**src/rtl/axil_pkg.sv**
```systemverilog
// Shared AXI-Lite definitions for the signature dumper.
// Holds the dumper FSM state encoding and the AXI response codes.
package axil_pkg;

  typedef enum logic [2:0] {
    StIdle = 3'd0,
    StAr   = 3'd1,
    StR    = 3'd2,
    StOut  = 3'd3,
    StFin  = 3'd4
  } state_e;

  localparam logic [1:0] RespOkay   = 2'b00;
  localparam logic [1:0] RespSlverr = 2'b10;

endpackage

```
**src/rtl/axil_sig_dumper.sv**
```systemverilog
// Signature dumper: reads the word-aligned region [sig_begin, sig_end) over an
// AXI-Lite master read channel, one read at a time, and streams each word out
// on a valid/ready interface with its index and a last marker.
//
// Ports:
//   clk, rst              clock, synchronous active-high reset
//   start                 one-cycle dump request (ignored while busy)
//   sig_begin, sig_end    byte range, begin inclusive, end exclusive
//   busy, done, error     status; done is a one-cycle pulse, error is sticky
//   m_axil_ar*, m_axil_r* AXI-Lite read address / read data channels
//   m_axil_aw*, w*, b*    AXI-Lite write channels, held idle
//   sig_data/valid/ready/last/index  signature word stream
module axil_sig_dumper
  import axil_pkg::*;
#(
  parameter int unsigned DATA_WIDTH = 32,
  parameter int unsigned ADDR_WIDTH = 32,
  parameter int unsigned STRB_WIDTH = DATA_WIDTH / 8
) (
  input  logic                  clk,
  input  logic                  rst,
  input  logic                  start,
  input  logic [ADDR_WIDTH-1:0] sig_begin,
  input  logic [ADDR_WIDTH-1:0] sig_end,
  output logic                  busy,
  output logic                  done,
  output logic                  error,
  output logic [ADDR_WIDTH-1:0] m_axil_araddr,
  output logic [2:0]            m_axil_arprot,
  output logic                  m_axil_arvalid,
  input  logic                  m_axil_arready,
  input  logic [DATA_WIDTH-1:0] m_axil_rdata,
  input  logic [1:0]            m_axil_rresp,
  input  logic                  m_axil_rvalid,
  output logic                  m_axil_rready,
  output logic [ADDR_WIDTH-1:0] m_axil_awaddr,
  output logic [2:0]            m_axil_awprot,
  output logic                  m_axil_awvalid,
  input  logic                  m_axil_awready,
  output logic [DATA_WIDTH-1:0] m_axil_wdata,
  output logic [STRB_WIDTH-1:0] m_axil_wstrb,
  output logic                  m_axil_wvalid,
  input  logic                  m_axil_wready,
  input  logic [1:0]            m_axil_bresp,
  input  logic                  m_axil_bvalid,
  output logic                  m_axil_bready,
  output logic [31:0]           sig_data,
  output logic                  sig_valid,
  input  logic                  sig_ready,
  output logic                  sig_last,
  output logic [23:0]           sig_index
);

  state_e                r_state;
  state_e                w_state_next;
  logic [ADDR_WIDTH-1:0] r_addr;
  logic [ADDR_WIDTH-1:0] r_end;
  logic [31:0]           r_data;
  logic                  r_last;
  logic [23:0]           r_index;
  logic                  r_error;

  logic [ADDR_WIDTH-1:0] w_begin_al;
  logic [ADDR_WIDTH-1:0] w_end_al;
  logic [ADDR_WIDTH-1:0] w_addr_inc;
  logic                  w_unused;

  // Range bounds are truncated to word alignment.
  assign w_begin_al = {sig_begin[ADDR_WIDTH-1:2], 2'b00};
  assign w_end_al   = {sig_end[ADDR_WIDTH-1:2], 2'b00};
  assign w_addr_inc = r_addr + ADDR_WIDTH'(4);

  // Write channel inputs and the sub-word address bits are not used.
  assign w_unused = ^{m_axil_awready, m_axil_wready, m_axil_bresp, m_axil_bvalid,
                      sig_begin[1:0], sig_end[1:0]};

  always_comb begin
    w_state_next = r_state;
    unique case (r_state)
      StIdle:  if (start) w_state_next = (w_begin_al >= w_end_al) ? StFin : StAr;
      StAr:    if (m_axil_arready) w_state_next = StR;
      StR:     if (m_axil_rvalid) w_state_next = StOut;
      StOut:   if (sig_ready) w_state_next = r_last ? StFin : StAr;
      StFin:   w_state_next = StIdle;
      default: w_state_next = StIdle;
    endcase
  end

  always_ff @(posedge clk) begin
    if (rst) begin
      r_state <= StIdle;
      r_addr  <= '0;
      r_end   <= '0;
      r_data  <= '0;
      r_last  <= 1'b0;
      r_index <= '0;
      r_error <= 1'b0;
    end else begin
      r_state <= w_state_next;
      if (r_state == StIdle && start) begin
        r_addr  <= w_begin_al;
        r_end   <= w_end_al;
        r_last  <= 1'b0;
        r_index <= '0;
        r_error <= 1'b0;
      end
      if (r_state == StR && m_axil_rvalid) begin
        r_data <= m_axil_rdata[31:0];
        // Computed on the unadvanced address so it stays fixed through OUT.
        r_last <= (w_addr_inc >= r_end);
        if (m_axil_rresp != RespOkay) r_error <= 1'b1;
      end
      if (r_state == StOut && sig_ready) begin
        r_addr  <= w_addr_inc;
        r_index <= r_index + 24'd1;
      end
    end
  end

  assign busy           = (r_state != StIdle);
  assign done           = (r_state == StFin);
  assign error          = r_error;
  assign m_axil_araddr  = r_addr;
  assign m_axil_arprot  = 3'b000;
  assign m_axil_arvalid = (r_state == StAr);
  assign m_axil_rready  = (r_state == StR);
  assign sig_data       = r_data;
  assign sig_valid      = (r_state == StOut);
  assign sig_last       = r_last;
  assign sig_index      = r_index;

  assign m_axil_awaddr  = '0;
  assign m_axil_awprot  = 3'b000;
  assign m_axil_awvalid = 1'b0;
  assign m_axil_wdata   = '0;
  assign m_axil_wstrb   = '0;
  assign m_axil_wvalid  = 1'b0;
  assign m_axil_bready  = 1'b1;

endmodule

```
**config.mk**
```make
export PLATFORM = sky130hd
export DESIGN_NAME = axil_sig_dumper
export DESIGN_NICKNAME = d
export VERILOG_FILES = /design/src/rtl/axil_pkg.sv /design/src/rtl/axil_sig_dumper.sv
export SDC_FILE = /design/constraint.sdc
export NUM_CORES = 1
export LEC_CHECK = 0
export ABC_CLOCK_PERIOD_IN_PS = 2810
export BUFFER_PORTS_ARGS = -buffer_cell sky130_fd_sc_hd__buf_2
export CAP_MARGIN = 20
export CORE_ASPECT_RATIO = 0.75
export CORE_MARGIN = 2
export CORE_UTILIZATION = 46
export DETAILED_ROUTE_END_ITERATION = 16
export PLACE_DENSITY = 0.78
export REMOVE_ABC_BUFFERS = 1
export SYNTH_ARGS = -nofsm -noshare
export SYNTH_HDL_FRONTEND = slang
export SYNTH_SLANG_ARGS = --single-unit
```
**constraint.sdc**
```tcl
create_clock -name clk -period 2.81 [get_ports clk]
set_input_delay 0.281 -clock clk [delete_from_list [all_inputs] [get_ports clk]]
set_output_delay 0.281 -clock clk [all_outputs]
set_load 0.01 [all_outputs]
```
==> results of run 1 <==
-- cells in the final DEF (no fill, tap or decap), types with 3 or more instances in the layout --
| cell | instances |
|---|---|
| and4_1 | 4 |
| nand2b_1 | 4 |
| a21oi_1 | 118 |
| inv_6 | 3 |
| a222oi_1 | 3 |
| o211ai_1 | 8 |
| dfxtp_1 | 115 |
| a22oi_1 | 13 |
| mux2_2 | 6 |
| a31oi_1 | 12 |
| nor3_1 | 12 |
| or4_1 | 4 |
| nor3_2 | 3 |
| ha_1 | 63 |
| or3_1 | 18 |
| dfxtp_2 | 6 |
| conb_1 | 79 |
| nor2b_1 | 3 |
| xnor2_1 | 17 |
| a41oi_1 | 4 |
| nand4_1 | 14 |
| or2_2 | 3 |
| nor3b_1 | 4 |
| buf_2 | 191 |
| o21ai_0 | 32 |
| nor4_4 | 3 |
| xor2_1 | 9 |
| clkbuf_16 | 17 |
| nand3_1 | 28 |
| nor2_1 | 42 |
| and3_1 | 13 |
| clkinvlp_4 | 4 |
| a221oi_1 | 8 |
| a21o_1 | 4 |
| inv_1 | 63 |
| nand2_1 | 199 |
| buf_4 | 49 |
-- metal layers --
| layer | global-route usage [%] | vias up |
|---|---|---|
| met5 | 0 | - |
| met4 | 6.98 | 0 |
| met3 | 5.35 | 27 |
| met2 | 35.7 | 286 |
| met1 | 32.4 | 3408 |
| li1 | - | 3714 |
-- report_power, final --
part	internal, µW	total (µW)	switching [µW]	leakage, µW
logic	408	1040	629	0.00316
clock network	1340	2180	847	0.000276
registers	1810	1880	69.6	0.000987
-- layout make-up --
cell class / count / share of cell area (%)
Sequential cell: 121 / 25.9
Inverter: 63 / 2.52
Tap cell: 210 / 2.80
Clock inverter: 13 / 1.53
Multi-Input combinational cell: 766 / 48.1
Clock buffer: 19 / 4.72
Timing Repair Buffer: 242 / 14.4
-- stage by stage --
step / cell area [µm²] / total power [µW] / hold WS, ns / setup TNS (ns)
after CTS: 9250 / 5090 / 0.0934 / 0
final: 9390 / 5100 / 0.106 / 0
after detailed placement: 8660 / 2910 / 0.443 / -0.0860
after global routing: 9390 / 5360 / 0.101 / -0.0395
after floorplan: 7090 / 2480 / 0.350 / -103.57
after global placement: 8660 / 2890 / 0.439 / 0
-- cells in the mapped netlist (all sizes together), types with 5 or more instances --
cell type,number
nand2,201
dfxtp,121
a21oi,118
buf,85
ha,63
inv,63
clkbuf,46
nor2,42
o21ai,33
nand3,30
or3,19
xnor2,19
nor3,16
and3,14
nand4,14
a22oi,13
a31oi,12
xor2,9
a221oi,8
o211ai,8
and4,6
mux2,6
nor4,5
-- cell families (layout without fill, tap and decap cells) --
family,after synthesis,in the layout,share of synthesized area [%]
compound gates,218,218,16.8
xor+xnor,28,28,3.23
fa+ha+maj,63,63,10.4
buf+inv,194,337,13.6
flops,121,121,31.9
mux,6,6,0.889
other cells,2,79,0.0989
simple gates,372,372,23.1
-- tightest hold or removal path, stage by stage --
cell     delay [ns]
buf_2          0.09
nand2_1        0.04
a21oi_1        0.05
-- flip-flops by register name, indices dropped and copies added, names as in the netlist --
name	cells
sig_last	1
sig_index	24
m_axil_araddr	30
error	1
r_end	30
sig_data	32
r_state	3
-- how the worst max path moves through the flow --
stage	from	end	slack [ns]	cells after the start
finish	m_axil_araddr[11]	sig_last	0.13	12
global route	m_axil_araddr[11]	sig_last	-0.04	12
CTS	m_axil_araddr[13]	sig_last	0.02	11
detailed placement	m_axil_araddr[13]	sig_last	-0.09	11
global placement	m_axil_araddr[15]	sig_last	0.04	11
floorplan	r_state[1]	m_axil_araddr[2]	-2.44	5
-- what timing repair did --
| item | 4_1_cts | 5_1_grt |
|---|---|---|
| resized for setup | 2 | 19 |
| setup endpoints to repair | 1 | 1 |
| pin swaps | 0 | 16 |
| buffers inserted | 0 | 8 |
==> metrics.md, run 1 <==
| Metric | Value |
|---|---|
| Status | `finished, final reports clean` |
| R2R depth | `12` |
| Final setup fails | `0` |
| Gpl congestion | `0.888` |
| Maximum number of pins on one net before global-route repair | `62` |
| Residual DRC | `0` |
| Area leader, netlist | `dfxtp_1` |
| Cell variety after synth | `57` |
| Crit path DAT | `2.97 ns` |
| GRT Residual Overflow | `0` |
| Max incr delay on CP | `0.39 ns` |
| Ys async rst share | `0%` |
| FF+latch count, synth | `121` |
| F_max | `372 MHz` |
| Post-Synthesis Cells | `1,004` |
| I/O pins | `281` |
| Area Growth Syn to Fin | `23.6%` |
| Clk sinks | `121` |
| IO Port Bufs | `192` |
| Fraction of layout cells with a size suffix above 1 | `25.1%` |
| Syn Area/Cell | `7.57 µm²` |
| Crit share post-route | `95.5%` |
| Register area share after synthesis | `31.9%` |
| Starting DRT DRC Count | `524` |
| Crit path buf inv count | `0` |
| Hold Crit Depth | `3` |
| Num CTS Buffers | `17` |
| TritonRoute pass-1 iters | `5` |
| M1 wire length | `9800 µm` |
| Predominant post-synthesis flop cell | `dfxtp_1` |
| Slew HR | `53.2%` |
| Critical path type | `flop to flop` |
| # hold bufs at CTS | `0` |
| CP Max Fanout | `4` |
| Post-DP HPWL | `15,500 µm` |
| Pwr Density | `543 mW/mm²` |
| Final WL | `21,400 µm` |
| Clk root buf | `clkbuf_16` |
| Core area | `0.0161 mm²` |
| Met3 Routed Length | `1690 µm` |
| Final setup margin | `0.125 ns` |
| Crit path time final | `2.68 ns` |
| Worst Hold Class | `input pin to flop` |
| CTS tree | `built` |
| Setup Slack @ Placement | `-0.0860 ns` |
| H-Tree Depth | `4` |
| Wire length per cell | `14.9 µm` |
| Fill cell count | `1,493` |
| Static leakage | `0.00443 µW` |
| Routed wl met2 | `9590 µm` |
| Die Span X | `152 µm` |
| Die area | `0.0176 mm²` |
| Number of global-route vias before repair | `6,584` |
| Post-synth EDFFs | `0` |
| Main area contributors after synthesis | `dfxtp_1 (32%), ha_1 (10%), nand2_1 (9.9%), buf_4 (7.8%), a21oi_1 (7.8%)` |
| Final std cells w/o fill | `1,434` |
| Die H | `115 µm` |
| Ant. Diodes | `0` |
| Layout Nets | `1,383` |
| RR Startpoint | `m_axil_araddr[11]` |
| Util after Layout | `58.5%` |
| Max IR drop VDD | `0.366 mV` |
| Hold Vio Cnt, Final | `0` |
| CP top delay family | `simple AND/OR/NAND/NOR gates` |
| Vias/cell | `5.18` |
| Crit-path cells | `and4_4 > nand4_1 > nor4_4 > nand2_4 > nor2_1 > xor2_1 > ha_1 > a2111oi_4 > a21oi_1 > o21ai_1 > a211o_1 > o211ai_1` |
| Worst flop-to-flop path endpoint | `sig_last` |
| Bufs on Longest Clock Path | `2` |
| Final Skew | `0.00691 ns` |
| Via count | `7,435` |
| Worst Path Required | `3.10 ns` |
| Max Slew Vio Count | `0` |
| Initial antenna violation count | `0` |
| Crit end category | `flop` |
| Hold Path End | `sig_data[13]` |
| Max-cap violations | `0` |
| Worst-Skew Late Latency | `0.41 ns` |
| Clock transition at path regs | `0.06 ns` |
| Starting Density | `47.3%` |
| CP max stage cell | `nor4_4` |
| Cell Area, Synth | `0.00760 mm²` |
| Top layer in use | `met4` |
| Multi-input logic area | `0.00452 mm²` |
| Synth warn | `0` |
| Row count | `40` |
| Least-Margin Pin Slew | `0.695 ns` |
| Total GRT Usage | `23.2%` |
| Placed cell count | `1,394` |
| Setup slack, reg-to-reg | `0.13 ns` |
| Share of the synthesized area in the top cell type | `31.9%` |
| Final ANT Viol Nets | `0` |
| First-pass GRT wire length | `33,100 µm` |
| CP Launch Type | `flop` |
| Register Area | `0.00243 mm²` |
| Min-delay src | `m_axil_rdata[13]` |
No activity file was read; power rests on OpenSTA's default activity.
==> inputs of run 2 (changes only) <==
--- a/config.mk
+++ b/config.mk
@@ -8,7 +8,6 @@
 export ABC_CLOCK_PERIOD_IN_PS = 2810
 export BUFFER_PORTS_ARGS = -buffer_cell sky130_fd_sc_hd__buf_2
 export CAP_MARGIN = 20
-export CORE_ASPECT_RATIO = 0.75
 export CORE_MARGIN = 2
 export CORE_UTILIZATION = 46
 export DETAILED_ROUTE_END_ITERATION = 16
==> run 2 against run 1 <==
Against the previous run: critical path depth is 1 lower; first-iteration DRC count is 20% lower; highest routed layer unchanged; maximum frequency fell by 1.2%; total power is 3.1% lower; routed wire length is 0.27% higher; combinational power hardly changed; largest power group unchanged; design area down 1.0%; global-route usage grew 0.31 points; via count rose by 1.4%; core utilization is 0.37 points lower; clock power fell by 6%; largest cell class unchanged; flip-flop and latch count unchanged.
==> metrics.md, run 2 (synthesis results as in run 1) <==
| Metric | Value |
|---|---|
| Status | `finished, final reports clean (unchanged)` |
| Worst Path Required | `3.15 ns (was 3.10 ns)` |
| Worst Hold Class | `input pin to flop (unchanged)` |
| Die H | `133 µm (was 115 µm)` |
| Fill cell count | `1,517 (was 1,493)` |
| Area Growth Syn to Fin | `22.3% (was 23.6%)` |
| Max IR drop VDD | `0.400 mV (was 0.366 mV)` |
| CP Max Fanout | `3 (was 4)` |
| Hold Crit Depth | `3 (unchanged)` |
| Final Skew | `0.00955 ns (was 0.00691 ns)` |
| Pwr Density | `532 mW/mm² (was 543 mW/mm²)` |
| Clk sinks | `121 (unchanged)` |
| Final std cells w/o fill | `1,436 (was 1,434)` |
| Commonest non-fill, non-tap cell in the layout | `nand2_1 (unchanged)` |
| TritonRoute pass-1 iters | `6 (was 5)` |
| Core area | `0.0160 mm² (was 0.0161 mm²)` |
| Gpl congestion | `0.916 (was 0.888)` |
| Layout Nets | `1,379 (was 1,383)` |
| Vias/cell | `5.25 (was 5.18)` |
| Ant. Diodes | `0 (unchanged)` |
| Final WL | `21,500 µm (was 21,400 µm)` |
| Num CTS Buffers | `17 (unchanged)` |
| Placed cell count | `1,402 (was 1,394)` |
| CTS tree | `built (unchanged)` |
| Final setup fails | `0 (unchanged)` |
| Wire length per cell | `15.0 µm (was 14.9 µm)` |
| Slew HR | `37.5% (was 53.2%)` |
| Starting DRT DRC Count | `417 (was 524)` |
| Clk root buf | `clkbuf_16 (unchanged)` |
| Util after Layout | `58.1% (was 58.5%)` |
| CP startpoint | `m_axil_araddr[11] (unchanged)` |
| Fraction of layout cells with a size suffix above 1 | `24.3% (was 25.1%)` |
| Crit share post-route | `96.7% (was 95.5%)` |
| Crit path DAT | `3.06 ns (was 2.97 ns)` |
| Post-DP HPWL | `15,800 µm (was 15,500 µm)` |
| RR Startpoint | `m_axil_araddr[11] (unchanged)` |
| Max-cap violations | `0 (unchanged)` |
| Worst flop-to-flop path endpoint | `sig_last (unchanged)` |
| Total GRT Usage | `23.5% (was 23.2%)` |
| Worst-Skew Late Latency | `0.42 ns (was 0.41 ns)` |
| Via count | `7,539 (was 7,435)` |
| CP Launch Type | `flop (unchanged)` |
| Die Span X | `133 µm (was 152 µm)` |
| Critical path type | `flop to flop (unchanged)` |
| Number of global-route vias before repair | `6,782 (was 6,584)` |
| Static leakage | `0.00436 µW (was 0.00443 µW)` |
| Multi-input logic area | `0.00449 mm² (was 0.00452 mm²)` |
| First-pass GRT wire length | `33,500 µm (was 33,100 µm)` |
| GRT Residual Overflow | `0 (unchanged)` |
| CP max stage cell | `nor4_4 (unchanged)` |
| Bufs on Longest Clock Path | `2 (unchanged)` |
| Max Slew Vio Count | `0 (unchanged)` |
| Starting Density | `47.5% (was 47.3%)` |
| # hold bufs at CTS | `0 (unchanged)` |
| Hold Vio Cnt, Final | `0 (unchanged)` |
| Clock transition at path regs | `0.06 ns (about the same)` |
| H-Tree Depth | `4 (unchanged)` |
| Final ANT Viol Nets | `0 (unchanged)` |
| End of the critical path | `sig_last (unchanged)` |
| Crit-path cells | `and4_1 > nand4_1 > nor4_4 > buf_6 > nand4_1 > xnor2_1 > ha_1 > nand4_1 > nor4_4 > o211ai_1 > o211ai_1 (was and4_4 > nand4_1 > nor4_4 > nand2_4 > nor2_1 > xor2_1 > ha_1 > a2111oi_4 > a21oi_1 > o21ai_1 > a211o_1 > o211ai_1)` |
| I/O pins | `281 (unchanged)` |
| Die area | `0.0176 mm² (about the same)` |
| R2R depth | `11 (was 12)` |
| IO Port Bufs | `192 (unchanged)` |
| Crit path time final | `2.72 ns (was 2.68 ns)` |
| F_max | `368 MHz (was 372 MHz)` |
| Least-Margin Pin Slew | `0.934 ns (was 0.695 ns)` |
| Maximum number of pins on one net before global-route repair | `68 (was 62)` |
| Setup slack, reg-to-reg | `0.09 ns (was 0.13 ns)` |
| Most used cell, CP | `nand4_1` |
| Initial antenna violation count | `0 (unchanged)` |
| Residual DRC | `0 (unchanged)` |
| Crit end category | `flop (unchanged)` |
| Max FFs per register | `32 (unchanged)` |
| Highest-count cells in the layout ignoring fill and taps | `nand2_1 (200), buf_2 (191), dfxtp_1 (119) (was nand2_1 (199), buf_2 (191), a21oi_1 (118))` |
| Max incr delay on CP | `0.37 ns (was 0.39 ns)` |
| Register Area | `0.00242 mm² (was 0.00243 mm²)` |
| Row count | `46 (was 40)` |
-- run 2: final cells by class --
type / count / area share, %
Tap cell: 216 / 2.91
Multi-Input combinational cell: 766 / 48.4
Inverter: 63 / 2.54
Clock buffer: 18 / 4.73
Clock inverter: 14 / 1.24
Sequential cell: 121 / 26.1
Timing Repair Buffer: 238 / 14.1
-- run 2: worst min-delay path by stage --
stage	start	to	slack, ns
final	m_axil_rdata[13]	sig_data[13]	0.10
after global routing	m_axil_rdata[27]	sig_data[27]	0.09
after CTS	m_axil_rdata[13]	sig_data[13]	0.09
after detailed placement	error	error	0.44
after global placement	error	error	0.44
after floorplan	rst	error	0.35
-- run 2: power by group --
| part | switching, µW | total (µW) | internal (µW) |
|---|---|---|---|
| clock network | 871 | 2040 | 1170 |
| registers | 69.4 | 1880 | 1810 |
| logic | 631 | 1030 | 396 |
| total | 1570 | 4940 | 3370 |
-- run 2: timing repair --
item | in CTS | in global routing
resized for setup | 0 | 13
setup buffers | 0 | 2
setup endpoints to repair | 0 | 1
hold endpoints to repair | 0 | 0
-- run 2: worst max-delay path, delay by kind of cell, from the launching register on --
family                   cells  cell delay (ns)
flip-flops                   1             0.33
AO/OA/AOI/OAI                2             0.30
buffers and inverters        1             0.16
XOR/XNOR                     1             0.20
AND/OR/NAND/NOR              6             1.32
adder cells (fa/ha/maj)      1             0.32
-- run 2: through the flow --
step | total power (µW) | setup slack, ns | instance area (µm²) | TNS [ns] | hold slack, ns
after floorplan | 2480 | -2.44 | 7090 | -103.57 | 0.350
after global placement | 2870 | 0.112 | 8670 | 0 | 0.436
after detailed placement | 2900 | 0.0399 | 8670 | 0 | 0.441
after CTS | 4950 | 0.0195 | 9220 | 0 | 0.0890
after global routing | 5200 | -0.0354 | 9290 | -0.0354 | 0.0905
final | 4940 | 0.0939 | 9290 | 0 | 0.104
-- run 2: routing by layer --
layer | up-vias | share of wire [%] | global-route usage (%)
met4 | 0 | 2.4 | 7.89
met2 | 330 | 49 | 40.2
li1 | 3719 | - | -
met1 | 3456 | 41 | 28.7
met5 | - | 0 | 0
met3 | 34 | 7.5 | 5.98
==> inputs of run 3 (changes only) <==
--- a/config.mk
+++ b/config.mk
@@ -5,6 +5,7 @@
 export SDC_FILE = /design/constraint.sdc
 export NUM_CORES = 1
 export LEC_CHECK = 0
+export ABC_AREA = 1
 export ABC_CLOCK_PERIOD_IN_PS = 2810
 export BUFFER_PORTS_ARGS = -buffer_cell sky130_fd_sc_hd__buf_2
 export CAP_MARGIN = 20
==> run 3 against run 2 <==
Against the previous run: first-iteration DRC count up 19%; core utilization is 0.83 points lower; non-clock buffer count down 23; critical path type unchanged; worst hold slack worse by 0.028 ns; highest routed layer unchanged; routed wire length rose by 3.4%.
==> metrics.md, run 3 <==
| Metric | Value |
|---|---|
| Status | `finished, final reports clean (unchanged)` |
| Share of power burned in combinational logic | `35.0% (was 20.8%)` |
| Cell Area, Synth | `0.00792 mm² (was 0.00760 mm²)` |
| Routed wl met2 | `10,500 µm (was 10,400 µm)` |
| CTS tree | `built (unchanged)` |
| Flop pwr share | `32.1% (was 38.0%)` |
| Critical path type | `flop to flop (unchanged)` |
| Register area share after synthesis | `30.6% (was 31.9%)` |
| Most used cell, CP | `nand2_1 (was nand4_1)` |
| Maximum number of pins on one net before global-route repair | `78 (was 68)` |
| Gpl congestion | `0.935 (was 0.916)` |
| H-Tree Depth | `4 (unchanged)` |
| Psw | `2670 µW (was 1570 µW)` |
| Layout Nets | `1,533 (was 1,379)` |
| Final Skew | `0.00788 ns (was 0.00955 ns)` |
| Worst flop-to-flop path endpoint | `sig_last (unchanged)` |
| Main area contributors after synthesis | `dfxtp_1 (31%), nand2_1 (11%), ha_1 (10%), inv_1 (7.8%), buf_4 (7.8%) (was dfxtp_1 (32%), ha_1 (10%), nand2_1 (9.9%), buf_4 (7.8%), a21oi_1 (7.8%))` |
| Share of the synthesized area in the top cell type | `30.6% (was 31.9%)` |
| Adder-Cell Fraction of Synth Area | `9.96% (was 10.4%)` |
| Highest-count cells in the layout ignoring fill and taps | `nand2_1 (238), buf_2 (192), inv_1 (164) (was nand2_1 (200), buf_2 (191), dfxtp_1 (119))` |
| FF+latch count, synth | `121 (unchanged)` |
| Crit-path cells | `ha_4 > nand2_4 > nor2_4 > nand2_2 > nor2_4 > nand3_2 > nor3_4 > nand3_2 > and2_1 > ha_1 > nand2_1 > inv_1 > o21ai_1 > nand2_1 > nand2_1 > o211ai_1 > a21oi_1 > nand4_1 > and2_1 (was and4_1 > nand4_1 > nor4_4 > buf_6 > nand4_1 > xnor2_1 > ha_1 > nand4_1 > nor4_4 > o211ai_1 > o211ai_1)` |
| First-pass GRT wire length | `35,000 µm (was 33,500 µm)` |
| Starting Density | `47.4% (was 47.5%)` |
| WHS | `0.0758 ns (was 0.104 ns)` |
| Met3 Routed Length | `1650 µm (was 1620 µm)` |
| Top layer in use | `met4 (unchanged)` |
| Worst Path Required | `3.12 ns (was 3.15 ns)` |
| Crit end category | `flop (unchanged)` |
| Post-Synthesis Cells | `1,166 (was 1,004)` |
| CP Max Fanout | `3 (unchanged)` |
| Via count | `7,935 (was 7,539)` |
| M1 wire length | `9630 µm (was 8910 µm)` |
| # hold bufs at CTS | `0 (unchanged)` |
| Max Slew Vio Count | `0 (unchanged)` |
| RSZ-0062 raised after global routing | `true` |
| Final std cells w/o fill | `1,594 (was 1,436)` |
| Max incr delay on CP | `0.35 ns (was 0.37 ns)` |
| Residual DRC | `0 (unchanged)` |
| Ys async rst share | `0% (unchanged)` |
| CP startpoint | `m_axil_araddr[2] (was m_axil_araddr[11])` |
| Wire length per cell | `13.9 µm (was 15.0 µm)` |
| Post-route design area | `0.00956 mm² (was 0.00929 mm²)` |
| Die Span X | `135 µm (was 133 µm)` |
| Setup slack, reg-to-reg | `0.06 ns (was 0.09 ns)` |
| Max-cap violations | `0 (unchanged)` |
| Top cells by count, synth | `nand2_1 (241), inv_1 (165), nor2_1 (134) (was nand2_1 (200), dfxtp_1 (121), a21oi_1 (118))` |
| Compound-Gate Fraction of Synth Area | `14.7% (was 16.8%)` |
| Number of global-route vias before repair | `7,339 (was 6,782)` |
| Max FFs per register | `32 (unchanged)` |
| Bufs on Longest Clock Path | `2 (unchanged)` |
| Sw Ratio | `37.7% (was 31.8%)` |
| Total GRT Usage | `24.0% (was 23.5%)` |
| Pwr Density | `742 mW/mm² (was 532 mW/mm²)` |
| XOR/XNOR Fraction of Synth Area | `2.20% (was 3.23%)` |
| F_max | `363 MHz (was 368 MHz)` |
| Final ANT Viol Nets | `0 (unchanged)` |
| Area Growth Syn to Fin | `20.8% (was 22.3%)` |
| Slew HR | `58.8% (was 37.5%)` |
| Post-DP HPWL | `16,600 µm (was 15,800 µm)` |
| Predominant post-synthesis flop cell | `dfxtp_1 (unchanged)` |
| P_int | `4420 µW (was 3370 µW)` |
| Starting DRT DRC Count | `495 (was 417)` |
| Clock transition at path regs | `0.06 ns (about the same)` |
| Post-synth EDFFs | `0 (unchanged)` |
| Row count | `47 (was 46)` |
| Worst-Skew Late Latency | `0.42 ns (about the same)` |
| Clock power frac | `32.9% (was 41.2%)` |
| RR Startpoint | `m_axil_araddr[2] (was m_axil_araddr[11])` |
| Crit path DAT | `3.07 ns (was 3.06 ns)` |
| Crit path time final | `2.75 ns (was 2.72 ns)` |
| Fraction of layout cells with a size suffix above 1 | `20.7% (was 24.3%)` |
| Placed cell count | `1,560 (was 1,402)` |
| Final setup fails | `0 (unchanged)` |
| GRT Residual Overflow | `0 (unchanged)` |
| Vias/cell | `4.98 (was 5.25)` |
| Mux cell area share after synthesis | `0% (was 0.889%)` |
| I/O pins | `281 (unchanged)` |
| Most common cell in the netlist | `nand2_1 (unchanged)` |
| Post-synthesis simple-gate area fraction | `24.9% (was 23.1%)` |
| Worst Hold Class | `input pin to flop (unchanged)` |
| Main combinational cell family by area after synthesis | `simple AND/OR/NAND/NOR gates (unchanged)` |
| Final WL | `22,200 µm (was 21,500 µm)` |
| Core area | `0.0167 mm² (was 0.0160 mm²)` |
| Max IR drop VDD | `0.420 mV (was 0.400 mV)` |
| Overall Power | `7090 µW (was 4940 µW)` |
| Die area | `0.0183 mm² (was 0.0176 mm²)` |
| Die H | `135 µm (was 133 µm)` |
| Placed Area | `0.00886 mm² (was 0.00867 mm²)` |
| Crit share post-route | `97.9% (was 96.7%)` |
| TritonRoute pass-1 iters | `5 (was 6)` |
| Initial antenna violation count | `0 (unchanged)` |
| End of the critical path | `sig_last (unchanged)` |
| Commonest non-fill, non-tap cell in the layout | `nand2_1 (unchanged)` |
| Syn Area/Cell | `6.79 µm² (was 7.57 µm²)` |
| Cell variety after synth | `43 (was 57)` |
| IO Port Bufs | `192 (unchanged)` |
| CP max stage cell | `dfxtp_2 (was nor4_4)` |
| Static leakage | `0.00491 µW (was 0.00436 µW)` |
| Area leader, netlist | `dfxtp_1 (unchanged)` |
| Num CTS Buffers | `17 (unchanged)` |
| CP Launch Type | `flop (unchanged)` |
| R2R depth | `19 (was 11)` |
| Least-Margin Pin Slew | `0.617 ns (was 0.934 ns)` |
| Clk sinks | `121 (unchanged)` |
| Clk root buf | `clkbuf_16 (unchanged)` |
| Ant. Diodes | `0 (unchanged)` |
| Synth warn | `0 (unchanged)` |
| Hold Vio Cnt, Final | `0 (unchanged)` |
run 3: layout make-up:
cell class	instances	area, µm²
inverters	168	633
flip-flops and latches	121	2430
fillers	1620	7140
repair buffers	215	1150
multi-input cells	838	4450
clock buffers	18	429
well taps	220	275
clock inverters	14	198
run 3: what timing repair did:
action,CTS,global route
setup buffers,0,2
gates resized for setup,0,17
setup endpoints to repair,0,1
run 3: worst max-delay path, delay by kind of cell, from the launching register on:
kind	cells	cell delay, ns
simple gates	13	1.48
fa+ha+maj	2	0.43
buf+inv	1	0.05
compound gates	3	0.33
flops	1	0.35
run 3: power groups by stage:
stage	logic [µW]	registers, µW	clock network [µW]
after global routing	2800	2320	2430
after detailed placement	2440	2300	0
after global placement	2380	2280	0
after CTS	2470	2270	2350
after floorplan	1460	2350	0
final	2480	2280	2330
run 3: kinds of logic after synthesis:
kind of cell               Yosys count
AOI/OAI and AO/OA                  213
xor gates and xnor gates            19
adders and majority gates           63
buffers and inverters              284
DFF                                121
other                                2
and+or+nand+nor                    464
run 3: metrics by stage:
stage | setup WS (ns) | TNS [ns] | utilization [%]
global route | -0.133 | -0.133 | 57.2
global placement | 0.0870 | 0 | 53.0
CTS | 0.0122 | 0 | 56.8
detailed placement | 0.0245 | 0 | 53.0
finish | 0.0588 | 0 | 57.2
floorplan | 0.149 | 0 | -
run 3: how the worst min path moves through the flow:
| stage | start | end | cells after the start |
|---|---|---|---|
| final | m_axil_rdata[1] | sig_data[1] | 3 |
| after global routing | m_axil_rdata[16] | sig_data[16] | 3 |
| after CTS | m_axil_rdata[1] | sig_data[1] | 3 |
| after detailed placement | r_end[5] | r_end[5] | 2 |
| after global placement | r_end[7] | r_end[7] | 2 |
| after floorplan | rst | error | 1 |
run 3: per-layer routing:
metal | GRT usage, % | up-vias
li1 | - | 3989
met1 | 29.5 | 3619
met2 | 41.1 | 298
met3 | 6.47 | 29
met4 | 7.12 | 0
met5 | 0 | -
